$ cat config.mk
export PLATFORM = sky130hd
export DESIGN_NAME = seg_scan
export DESIGN_NICKNAME = d
export VERILOG_FILES = /design/src/rtl/seg_scan.sv
export SDC_FILE = /design/constraint.sdc
export NUM_CORES = 1
export LEC_CHECK = 0
export BUFFER_PORTS_ARGS = -buffer_cell sky130_fd_sc_hd__buf_2
export CORE_ASPECT_RATIO = 0.7
export CORE_MARGIN = 2
export CORE_UTILIZATION = 60
export CTS_CLUSTER_DIAMETER = 30
export DETAILED_ROUTE_END_ITERATION = 6
export GPL_ROUTABILITY_DRIVEN = 1
export PLACE_DENSITY = 0.93
export SKIP_LAST_GASP = 1
export SYNTH_ARGS = -nofsm -noshare
export SYNTH_HDL_FRONTEND = slang
export SYNTH_SLANG_ARGS = --single-unit
$ cat constraint.sdc
create_clock -name clk -period 4.4 [get_ports clk]
set_clock_uncertainty 0.1 [all_clocks]
set_input_delay 0.66 -clock clk [delete_from_list [all_inputs] [get_ports clk]]
set_output_delay 0.66 -clock clk [all_outputs]
set_load 0.005 [all_outputs]
$ cat src/rtl/seg_scan.sv
// Six-digit multiplexed 7-segment driver: per-frame input shadowing, digit scan,
// free-running blink and registered segment/enable outputs.
module seg_scan #(
    parameter int unsigned SCAN_DIV  = 1000,
    parameter int unsigned BLINK_DIV = 25_000_000
) (
    input  logic        clk,
    input  logic        rst_n,
    input  logic [23:0] i_six_bcd,
    input  logic [5:0]  i_six_dp,
    input  logic [5:0]  i_blink_mask,
    output logic [5:0]  o_seg_enb,
    output logic [6:0]  o_seg,
    output logic        o_seg_dp
);

    localparam int unsigned SCAN_W  = (SCAN_DIV  > 1) ? $clog2(SCAN_DIV)  : 1;
    localparam int unsigned BLINK_W = (BLINK_DIV > 1) ? $clog2(BLINK_DIV) : 1;
    localparam int unsigned IDX_W   = 3;
    localparam int unsigned NDIG    = 6;

    logic [SCAN_W-1:0]  scan_cnt_q,    scan_cnt_d;
    logic [IDX_W-1:0]   idx_q,         idx_d;
    logic [BLINK_W-1:0] blink_cnt_q,   blink_cnt_d;
    logic               blink_phase_q, blink_phase_d;
    logic [23:0]        shadow_bcd_q,  shadow_bcd_d;
    logic [NDIG-1:0]    shadow_dp_q,   shadow_dp_d;
    logic [NDIG-1:0]    shadow_mask_q, shadow_mask_d;
    logic               load_pending_q, load_pending_d;
    logic [NDIG-1:0]    seg_enb_q,     seg_enb_d;
    logic [6:0]         seg_q,         seg_d;
    logic               seg_dp_q,      seg_dp_d;

    logic               scan_wrap;
    logic               frame_end;
    logic [3:0]         cur_digit;

    // BCD to {g,f,e,d,c,b,a}; non-decimal codes blank the digit
    function automatic logic [6:0] seg_decode(input logic [3:0] d);
        logic [6:0] s;
        case (d)
            4'd0:    s = 7'h3F;
            4'd1:    s = 7'h06;
            4'd2:    s = 7'h5B;
            4'd3:    s = 7'h4F;
            4'd4:    s = 7'h66;
            4'd5:    s = 7'h6D;
            4'd6:    s = 7'h7D;
            4'd7:    s = 7'h07;
            4'd8:    s = 7'h7F;
            4'd9:    s = 7'h6F;
            default: s = 7'h00;
        endcase
        return s;
    endfunction

    always_comb begin
        scan_cnt_d     = scan_cnt_q;
        idx_d          = idx_q;
        blink_cnt_d    = blink_cnt_q;
        blink_phase_d  = blink_phase_q;
        shadow_bcd_d   = shadow_bcd_q;
        shadow_dp_d    = shadow_dp_q;
        shadow_mask_d  = shadow_mask_q;
        load_pending_d = load_pending_q;

        scan_wrap = (scan_cnt_q == SCAN_W'(SCAN_DIV - 1));
        frame_end = scan_wrap && (idx_q == IDX_W'(NDIG - 1));
        cur_digit = shadow_bcd_q[{idx_q, 2'b00} +: 4];

        // Digit scan
        if (scan_wrap) begin
            scan_cnt_d = '0;
            idx_d      = (idx_q == IDX_W'(NDIG - 1)) ? '0 : idx_q + IDX_W'(1);
        end else begin
            scan_cnt_d = scan_cnt_q + SCAN_W'(1);
        end

        // Free-running blink timebase
        if (blink_cnt_q == BLINK_W'(BLINK_DIV - 1)) begin
            blink_cnt_d   = '0;
            blink_phase_d = ~blink_phase_q;
        end else begin
            blink_cnt_d = blink_cnt_q + BLINK_W'(1);
        end

        // Inputs only enter at a frame boundary (or right after reset) so a frame never tears
        if (frame_end || load_pending_q) begin
            shadow_bcd_d   = i_six_bcd;
            shadow_dp_d    = i_six_dp;
            shadow_mask_d  = i_blink_mask;
            load_pending_d = 1'b0;
        end

        seg_enb_d = ~(NDIG'(1) << idx_q);
        seg_d     = seg_decode(cur_digit);
        seg_dp_d  = shadow_dp_q[idx_q];
        if (blink_phase_q && shadow_mask_q[idx_q]) begin
            seg_d    = '0;
            seg_dp_d = 1'b0;
        end
    end

    always_ff @(posedge clk) begin
        if (!rst_n) begin
            scan_cnt_q     <= '0;
            idx_q          <= '0;
            blink_cnt_q    <= '0;
            blink_phase_q  <= 1'b0;
            shadow_bcd_q   <= 24'hFFFFFF;
            shadow_dp_q    <= '0;
            shadow_mask_q  <= '0;
            load_pending_q <= 1'b1;
            seg_enb_q      <= 6'h3F;
            seg_q          <= '0;
            seg_dp_q       <= 1'b0;
        end else begin
            scan_cnt_q     <= scan_cnt_d;
            idx_q          <= idx_d;
            blink_cnt_q    <= blink_cnt_d;
            blink_phase_q  <= blink_phase_d;
            shadow_bcd_q   <= shadow_bcd_d;
            shadow_dp_q    <= shadow_dp_d;
            shadow_mask_q  <= shadow_mask_d;
            load_pending_q <= load_pending_d;
            seg_enb_q      <= seg_enb_d;
            seg_q          <= seg_d;
            seg_dp_q       <= seg_dp_d;
        end
    end

    assign o_seg_enb = seg_enb_q;
    assign o_seg     = seg_q;
    assign o_seg_dp  = seg_dp_q;

endmodule

==> reports/qor.yml, run 1 <==
sta:
  setup_viol: 0
  rsz0062_at_grt: "no"
  fin_crit_ns: 2.789
  worst_slack_ns: 1.611
  final-hold-violation-count: 0
  max_freq_mhz: 358.6
  slew_violations: 0
  slew_headroom: 0.4007
  tightest_slew_ns: 0.8990
  setup_tns_ns: 0
  fin_crit_sh: 0.6338
global_route:
  antenna_found_initial: 0
  grt_pass1_vias: 2774
  grt_max_degree: 37
  track_usage: 0.2259
  grt_first_pass_wirelength_um: 12660
  overflow: 0
synthesis:
  yosysSeqAreaShare: 0.4773
  ys_seq_elements: 90
  yosys.area_share.simple: 0.2575
  avgSynthCellArea_um2: 8.698
  synth-adder-area-share: 0.02983
  synth_edf_count: 0
  synth_compound_area_frac: 0.06397
  async_reset_ff_frac: 0
  synth-main-ff-cell: "dfxtp_1"
  syn_inst: 434
  synthDistinctLibCells: 40
  synthXorXnorAreaFrac: 0.07425
  yosys_warnings: 0
  synth_top_family_by_area: "simple AND/OR/NAND/NOR gates"
  syn_area_um2: 3775
  synthMuxAreaShare: 0.06099
  syn-num-nets: 481
drt:
  wl_per_cell_um: 13.41
  num_vias: 3047
  routed_via_density: 5.441
  drt_wl_total_um: 7510
  antenna_left: 0
  drt_iter0_markers: 168
  drc: 0
  dr.pass1.iters: 4
placed_design:
  portBuffers: 51
  dp_hpwl_um: 5364
  place_ws_ns: 1.626
  gp_congestion: 0.8060
clocking:
  cts_tree: "yes"
  cts.sinks: 90
  clock-root-buffer: "clkbuf_8"
  holdBufCountCts: 0
  post_cts_resized: 0
  numCtsBuffers: 9
  cts_post_setup_buffers_inserted: 0
  cts_max_level: 3
  cts_buffer_depth: 2
  clk_pin_slew_ns: 0.10
  clock_latency_ns: 0.36
cells_and_area:
  fillers: 460
  drive_gt1_frac: 0.1743
  area_growth_pct: 12.13
  mostFrequentLayoutCell: "dfxtp_1"
  nNetsFinal: 524
  layout_common_cells: "90 x dfxtp_1, 89 x nand2_1, 51 x buf_2"
  insertedDiodeCount: 0
setup_path:
  startpoint_type: "register"
  endpoint_kind: "register"
  cp.arrival_ns: 2.98
  path_max_fanout: 19
  worstSetupPathType: "reg -> reg"
  required_ns: 4.59
floorplan:
  die_w_um: 98.81
  rows: 24
  pin_count: 52
  start_util: 0.6132
  core_area_um2: 6156
  die_area_um2: 6952
  fp.dieH_um: 70.36
power_and_ir_drop:
  vdd_drop_max_uv: 254.4
  p_leak_nw: 1.710
  cellPowerDensity_nw_per_um2: 358.9
status:
  outcome: "finished, final reports clean"
hold_path:
  hp-class: "reg -> reg"
flow_run:
  cap_violations: 0
==> sequential cells by signal, summed over array words and instances, names as in the netlist, 3 cells and up <==
| signal | flops |
|---|---|
| shadow_dp_q | 6 |
| idx_q | 3 |
| scan_cnt_q | 10 |
| shadow_bcd_q | 24 |
| o_seg_enb | 6 |
| blink_cnt_q | 25 |
| o_seg | 7 |
| shadow_mask_q | 6 |
==> Yosys cell counts (2+ instances only) <==
cell / count / area share
nor3_1: 3 / 0.0040
nand2_1: 89 / 0.088
clkbuf_1: 10 / 0.0099
o21ai_0: 3 / 0.0040
buf_2: 7 / 0.0093
nand3_1: 42 / 0.056
a21oi_1: 22 / 0.029
ha_1: 9 / 0.030
nor2_1: 47 / 0.047
dfxtp_1: 90 / 0.48
nand4_1: 8 / 0.013
o22ai_1: 9 / 0.015
mux2i_1: 14 / 0.037
buf_4: 2 / 0.0040
xor2_1: 23 / 0.053
xnor2_1: 9 / 0.021
inv_1: 10 / 0.0099
or4_1: 2 / 0.0040
nand2b_1: 5 / 0.0083
mux2_2: 4 / 0.012
mux4_2: 2 / 0.012
and3_1: 4 / 0.0066
or3_1: 3 / 0.0050
==> stage by stage <==
| step | util | power (W) | hold WS (ns) | instance area, µm² | std cells |
|---|---|---|---|---|---|
| finish | 0.6876 | 0.001519 | 0.3587 | 4233 | 560 |
| global placement | 0.6567 | 0.0009878 | 0.3397 | 4043 | 544 |
| global route | 0.6876 | 0.001581 | 0.3844 | 4233 | 560 |
| CTS | 0.6876 | 0.001526 | 0.3580 | 4233 | 560 |
| floorplan | - | 0.0009548 | 0.3286 | 3775 | 434 |
| detailed placement | 0.6567 | 0.0009946 | 0.3466 | 4043 | 544 |
==> logic make-up after synthesis <==
group	after synthesis
fa+ha+maj	9
simple gates	214
buf+inv	30
xor+xnor	32
mux	20
compound gates	39
flops	90
==> path summary, 6_finish.rpt <==
kind              cells past startpoint               end        startpoint  slack [ns]
setup reg to reg                      6          o_seg[2]          idx_q[1]        1.61
hold reg to reg                       2  shadow_mask_q[0]  shadow_mask_q[0]        0.36
setup / recovery                      6          o_seg[2]          idx_q[1]        1.61
hold / removal                        2  shadow_mask_q[0]  shadow_mask_q[0]        0.36
==> cell type report <==
type	count	area, µm²	share of cell area
Sequential cell	90	1802	0.4257
Clock inverter	7	66.31	0.01567
Timing Repair Buffer	52	262.8	0.06208
Clock buffer	9	123.9	0.02926
Multi-Input combinational cell	314	1843	0.4354
Inverter	10	37.54	0.008868
Tap cell	78	97.59	0.02306
==> metal layers <==
metal  share of wire  global-route usage  vias to the layer above
met5               0                   0                        -
met4           0.013             0.07458                        0
met2            0.46              0.3438                       83
li1                -                   -                     1545
met1            0.46              0.3108                     1406
met3           0.063             0.06306                       13
==> report_power, final <==
part           total (W)  leakage, nW  internal, W  switching, W
logic           0.000114        0.874    0.0000489     0.0000652
registers       0.000863        0.737     0.000845     0.0000183
clock network   0.000542       0.0991     0.000222      0.000320
==> critical path, stage by stage, from the launching register on <==
cell and delay [ns]:
dfxtp_1 0.86, mux2_2 0.41, a21oi_1 0.60, inv_1 0.19
ha_1 0.23, a21bo_2 0.19, a21oi_1 0.13
(Power assumes the default switching activity.)
==> run 2: changes to the inputs <==
- CORE_UTILIZATION: 60 -> 57
- PLACE_DENSITY: 0.93 -> 0.89
- clock period: 4.4 -> 2.6 ns (I/O delays scaled with it)
==> run 2 against run 1 <==
- worst hold slack got worse by 0.22 ns
- wire length rose by 7.4%
- power increased by 74%
- largest cell class unchanged
- highest routed layer unchanged
- setup slack got worse by 1.4 ns
- first-iteration DRC count decreased by 15%
- combinational power rose by 82%
- sequential cell count unchanged
- count of clock-buffer cells in the layout grew 3
==> reports/qor.yml, run 2 (synthesis results as in run 1) <==
placed_design:
  portBuffers: 51  # unchanged
  dp_hpwl_um: 5729  # +6.8%
  gp_congestion: 0.8444  # +4.8%
  place_ws_ns: 0.09203  # -1.534 ns
global_route:
  track_usage: 0.2351  # +0.009215
  grt_max_degree: 29  # -22%
  grt_pass1_vias: 2953  # +6.5%
  grt_first_pass_wirelength_um: 13450  # +6.2%
  overflow: 0  # unchanged
  antenna_found_initial: 0  # unchanged
power_and_ir_drop:
  cellPowerDensity_nw_per_um2: 607.0  # +69%
  p_leak_nw: 1.771  # +3.6%
  vdd_drop_max_uv: 359.7  # +41%
  p_total_w: 0.002637  # +74%
clocking:
  cts.sinks: 90  # unchanged
  clock_latency_ns: 0.36  # about the same
  cts_tree: "yes"
  clk_pin_slew_ns: 0.08  # -0.02 ns
  holdBufCountCts: 0  # unchanged
  cts_max_level: 3  # unchanged
  clock-root-buffer: "clkbuf_8"
  cts_buffer_depth: 2  # unchanged
  numCtsBuffers: 9  # unchanged
drt:
  drt_iter0_markers: 142  # -15%
  antenna_left: 0  # unchanged
  routed_via_density: 5.406  # -0.64%
  wl_per_cell_um: 14.12  # +5.3%
  dr.pass1.iters: 4  # unchanged
  drc: 0  # unchanged
  drt_wl_total_um: 8063  # +7.4%
  num_vias: 3087  # +1.3%
floorplan:
  start_util: 0.5986  # -0.01460
  fp.dieH_um: 72.09  # +2.5%
  core_area_um2: 6306  # +2.4%
  die_area_um2: 7300  # +5.0%
  rows: 24  # unchanged
  pin_count: 52  # unchanged
  die_w_um: 101.3  # +2.5%
sta:
  fin_crit_ns: 2.390  # -0.3985 ns
  max_freq_mhz: 418.3  # +17%
  worst_slack_ns: 0.2096  # -1.401 ns
  tightest_slew_ns: 0.6380  # -0.2610 ns
  slew_headroom: 0.5711  # +0.1704
  whs_ns: 0.1373  # -0.2214 ns
  slew_violations: 0  # unchanged
  final-hold-violation-count: 0  # unchanged
  rsz0062_at_grt: "no"
  fin_crit_sh: 0.9194  # +0.2855
  setup_viol: 0  # unchanged
  setup_tns_ns: 0  # unchanged
setup_path:
  r2r_slack_ns: 0.21  # -1.40 ns
  cp_slowest_cell: "dfxtp_1"
  path_cells: "mux2i_1 -> o22ai_1 -> a21oi_1 -> ha_1 -> inv_1 -> o21ai_0 -> a21oi_1"
  required_ns: 2.78  # -1.81 ns
  endpoint_kind: "register"
  worstSetupPathType: "reg -> reg"
  startpoint_type: "register"
  cp.arrival_ns: 2.57  # -0.41 ns
  path_max_fanout: 12  # -7
  cpPeakStageDelay_ns: 0.67  # -0.19 ns
  critPathMostFrequentCell: "a21oi_1"
cells_and_area:
  regArea_um2: 1803  # about the same
  largestRegisters: "blink_cnt_q x25, shadow_bcd_q x24, scan_cnt_q x10"
  insertedDiodeCount: 0  # unchanged
  drive_gt1_frac: 0.1927  # +0.01842
  area_growth_pct: 15.08
  nNetsFinal: 535  # +2.1%
  layout_common_cells: "89 x nand2_1, 89 x dfxtp_1, 51 x buf_2"
  largest_reg_flops: 25  # unchanged
  fillers: 475  # +3.3%
  top_register: "blink_cnt_q"
  multiInputGateArea_um2: 1843  # unchanged
hold_path:
  hp-class: "in -> reg"
status:
  outcome: "finished, final reports clean"
flow_run:
  cap_violations: 0  # unchanged
## run 2: changes by cell type in the layout (fill, tap and decap cells not counted), sizes merged
cell and delta:
buf +11, inv -6, clkbuf +3, clkinvlp +2, bufinv +1
## run 2: final cells by class
cell class	instances	area share
Timing Repair Buffer	63	0.08237
Tap cell	78	0.02247
Sequential cell	90	0.4150
Clock buffer	12	0.03571
Multi-Input combinational cell	314	0.4243
Clock inverter	4	0.01152
Inverter	10	0.008641
## run 2: power by group
group,internal (W),total (W),switching [W],leakage (nW)
Sequential,0.00143,0.00146,0.0000308,0.738
Combinational,0.0000927,0.000208,0.000115,0.935
Clock,0.000495,0.000969,0.000473,0.0986
Total,0.00202,0.00264,0.000619,1.77
## run 2: path summary, 6_finish.rpt
path	start	endpoint	cells past startpoint
worst min register to register	shadow_dp_q[1]	shadow_dp_q[1]	2
worst max register to register	idx_q[0]	o_seg[1]	7
worst min-delay path	i_six_bcd[19]	shadow_bcd_q[19]	3
worst max-delay path	idx_q[0]	o_seg[1]	7
## run 2: per-layer routing
layer	global-route usage	vias to the layer above	wire length [µm]
met3	0.07996	7	538
met5	0	-	0
met2	0.3716	110	3650
met4	0.06306	0	78
li1	-	1561	-
met1	0.3109	1409	3796
## run 2: repair_timing
action,4_1_cts,5_1_grt
setup endpoints to repair,0,5
setup buffers,0,0
gates resized for setup,0,1
## run 2: critical path, delay by kind of cell (launching register included)
| family | cells | cell delay (ns) |
|---|---|---|
| AOI/OAI and AO/OA | 4 | 0.86 |
| DFF | 1 | 0.67 |
| adders and majority gates | 1 | 0.33 |
| muxes | 1 | 0.28 |
| buffers and inverters | 1 | 0.07 |
## run 2: through the flow
stage	instances	instance area, µm²	util
global route	571	4344	0.6889
finish	571	4344	0.6889
CTS	571	4343	0.6887
detailed placement	555	4138	0.6562
floorplan	434	3775	-
global placement	555	4138	0.6562
==> run 3: changes to the inputs <==
- clock period: 2.6 -> 2.2 ns (I/O delays scaled with it)
==> run 3 against run 2 <==
- die area did not move
- core utilization rose by 0.56 points
- global-route usage rose by 0.13 points
- critical endpoint is now o_seg[2]
- largest power group unchanged
==> reports/qor.yml, run 3 (synthesis results as in run 1) <==
setup_path:
  cp.buffers_inverters: 2  # +1
  r2r_slack_ns: 0.15  # -0.06 ns
  startpoint_type: "register"
  cp_slowest_cell: "dfxtp_1"
  critical_path.top_delay_family: "compound AO/OA/AOI/OAI gates"
  path_depth: 8  # +1
  worstSetupPathType: "reg -> reg"
  endpoint_kind: "register"
  worstRegToRegCells: 8  # +1
  cp.arrival_ns: 2.25  # -0.32 ns
  reg2reg_from: "idx_q[0]"
  cpPeakStageDelay_ns: 0.39  # -0.28 ns
  cp-startpoint: "idx_q[0]"
  path_max_fanout: 11  # -1
  required_ns: 2.39  # -0.39 ns
  worst_r2r_endpoint: "o_seg[2]"
  path_cells: "buf_6 -> mux2i_1 -> o22ai_1 -> a21oi_2 -> inv_1 -> ha_1 -> a21bo_2 -> a21oi_1"
  crit_end: "o_seg[2]"
sta:
  fin_crit_ns: 2.052  # -0.3379 ns
  fin_crit_sh: 0.9329  # +0.01357
  max_freq_mhz: 487.2  # +16%
  worst_slack_ns: 0.1475  # -0.06210 ns
  setup_viol: 0  # unchanged
  tightest_slew_ns: 0.6476  # +0.009622 ns
  setup_tns_ns: 0  # unchanged
  final-hold-violation-count: 0  # unchanged
  slew_headroom: 0.5647  # -0.006468
  whs_ns: 0.06921  # -0.06813 ns
  slew_violations: 0  # unchanged
power_and_ir_drop:
  comb_power_share: 0.081  # +0.002
  cellPowerDensity_nw_per_um2: 712.6  # +17%
  p_leak_nw: 1.797  # +1.4%
  clkPwrFrac: 0.366  # about the same
  p_switching_w: 0.0007594  # +23%
  switching_share: 0.2434  # +0.008503
  vdd_drop_max_uv: 361.9  # +0.61%
  p_int_w: 0.002361  # +17%
  seqPwrFrac: 0.553  # about the same
cells_and_area:
  drive_gt1_frac: 0.2032  # +0.01052
  multiInputGateArea_um2: 1847  # +0.20%
  area_growth_pct: 16.01
  fillers: 481  # +1.3%
  largest_reg_flops: 25  # unchanged
  nNetsFinal: 539  # +0.75%
  insertedDiodeCount: 0  # unchanged
  layout_common_cells: "89 x nand2_1, 89 x dfxtp_1, 51 x buf_2"
  largestRegisters: "blink_cnt_q x25, shadow_bcd_q x24, scan_cnt_q x10"
  regArea_um2: 1803  # unchanged
  stdcell_count: 575  # +0.70%
  final_core_util: 0.6944  # +0.005555
  top_register: "blink_cnt_q"
clocking:
  clock-root-buffer: "clkbuf_8"
  numCtsBuffers: 9  # unchanged
  cts_tree: "yes"
  clk_pin_slew_ns: 0.09  # about the same
  cts_buffer_depth: 2  # unchanged
  cts.sinks: 90  # unchanged
  holdBufCountCts: 0  # unchanged
  cts_max_level: 3  # unchanged
  clock_latency_ns: 0.36  # about the same
flow_run:
  cap_violations: 0  # unchanged
drt:
  antenna_left: 0  # unchanged
  dr.pass1.iters: 4  # unchanged
  wl_per_cell_um: 13.85  # -1.9%
  drt_iter0_markers: 126  # -11%
  drt_wl_total_um: 7966  # -1.2%
  num_vias: 3071  # -0.52%
  routed_via_density: 5.341  # -1.2%
  drc: 0  # unchanged
placed_design:
  place_ws_ns: 0.01466  # -0.07737 ns
  portBuffers: 51  # unchanged
  dp_cells: 558  # +0.54%
  gp_congestion: 0.8101  # -4.1%
  dp_hpwl_um: 5729  # about the same
hold_path:
  hp-class: "in -> reg"
floorplan:
  pin_count: 52  # unchanged
  fp.dieH_um: 72.09  # unchanged
  rows: 24  # unchanged
  die_area_um2: 7300  # unchanged
  core_area_um2: 6306  # unchanged
  start_util: 0.5986  # unchanged
  die_w_um: 101.3  # unchanged
status:
  outcome: "finished, final reports clean"
global_route:
  grt_max_degree: 29  # unchanged
  antenna_found_initial: 0  # unchanged
  overflow: 0  # unchanged
  grt_pass1_vias: 2959  # +0.20%
  grt_first_pass_wirelength_um: 13520  # +0.57%
  track_usage: 0.2365  # +0.001326
run 3: worst min path at each step:
| stage | from | endpoint | depth (start not counted) |
|---|---|---|---|
| floorplan | shadow_dp_q[2] | shadow_dp_q[2] | 2 |
| global placement | shadow_dp_q[0] | shadow_dp_q[0] | 2 |
| detailed placement | shadow_mask_q[4] | shadow_mask_q[4] | 2 |
| CTS | i_six_bcd[4] | shadow_bcd_q[4] | 3 |
| global route | i_six_bcd[22] | shadow_bcd_q[22] | 3 |
| finish | i_six_bcd[17] | shadow_bcd_q[17] | 3 |
run 3: power by group through the flow:
stage	Combinational [W]	Clock [W]	Sequential, W
floorplan	0.000157	0	0.00175
global route	0.000283	0.00122	0.00173
detailed placement	0.000246	0	0.00176
CTS	0.000250	0.00115	0.00172
global placement	0.000234	0	0.00176
finish	0.000252	0.00114	0.00173
run 3: final cells by class:
| cell class | instances | share of cell area |
|---|---|---|
| multi-input combinational | 314 | 0.4217 |
| sequential | 90 | 0.4117 |
| timing repair buffer | 67 | 0.08943 |
| clock buffer | 10 | 0.03143 |
| tap | 78 | 0.02229 |
| clock inverter | 6 | 0.01486 |
| inverter | 10 | 0.008571 |
run 3: per-layer routing:
| layer | up-vias | GRT usage | part of all wire | routed length, µm |
|---|---|---|---|---|
| met2 | 83 | 0.3731 | 0.46 | 3641 |
| met5 | - | 0 | 0 | 0 |
| met1 | 1402 | 0.3065 | 0.47 | 3712 |
| met4 | 0 | 0.08258 | 0.018 | 145 |
| met3 | 16 | 0.07900 | 0.058 | 466 |
| li1 | 1570 | - | - | - |
run 3: worst min-delay path: cells and delay by family:
family,cells,cell delay (ns)
and+or+nand+nor,2,0.10
buffers and inverters,1,0.07
run 3: what timing repair did:
item,CTS,global route
setup endpoints to repair,0,7
gates resized for setup,0,2
setup buffers,0,1
endpoints found under the hold margin,0,0
run 3: stage by stage:
| step | power (W) | area (µm²) |
|---|---|---|
| 6_report | 0.003120 | 4379 |
| 5_1_grt | 0.003239 | 4379 |
| 4_1_cts | 0.003121 | 4367 |
| 3_5_place_dp | 0.002009 | 4164 |
| 3_3_place_gp | 0.001994 | 4164 |
| 2_1_floorplan | 0.001910 | 3779 |
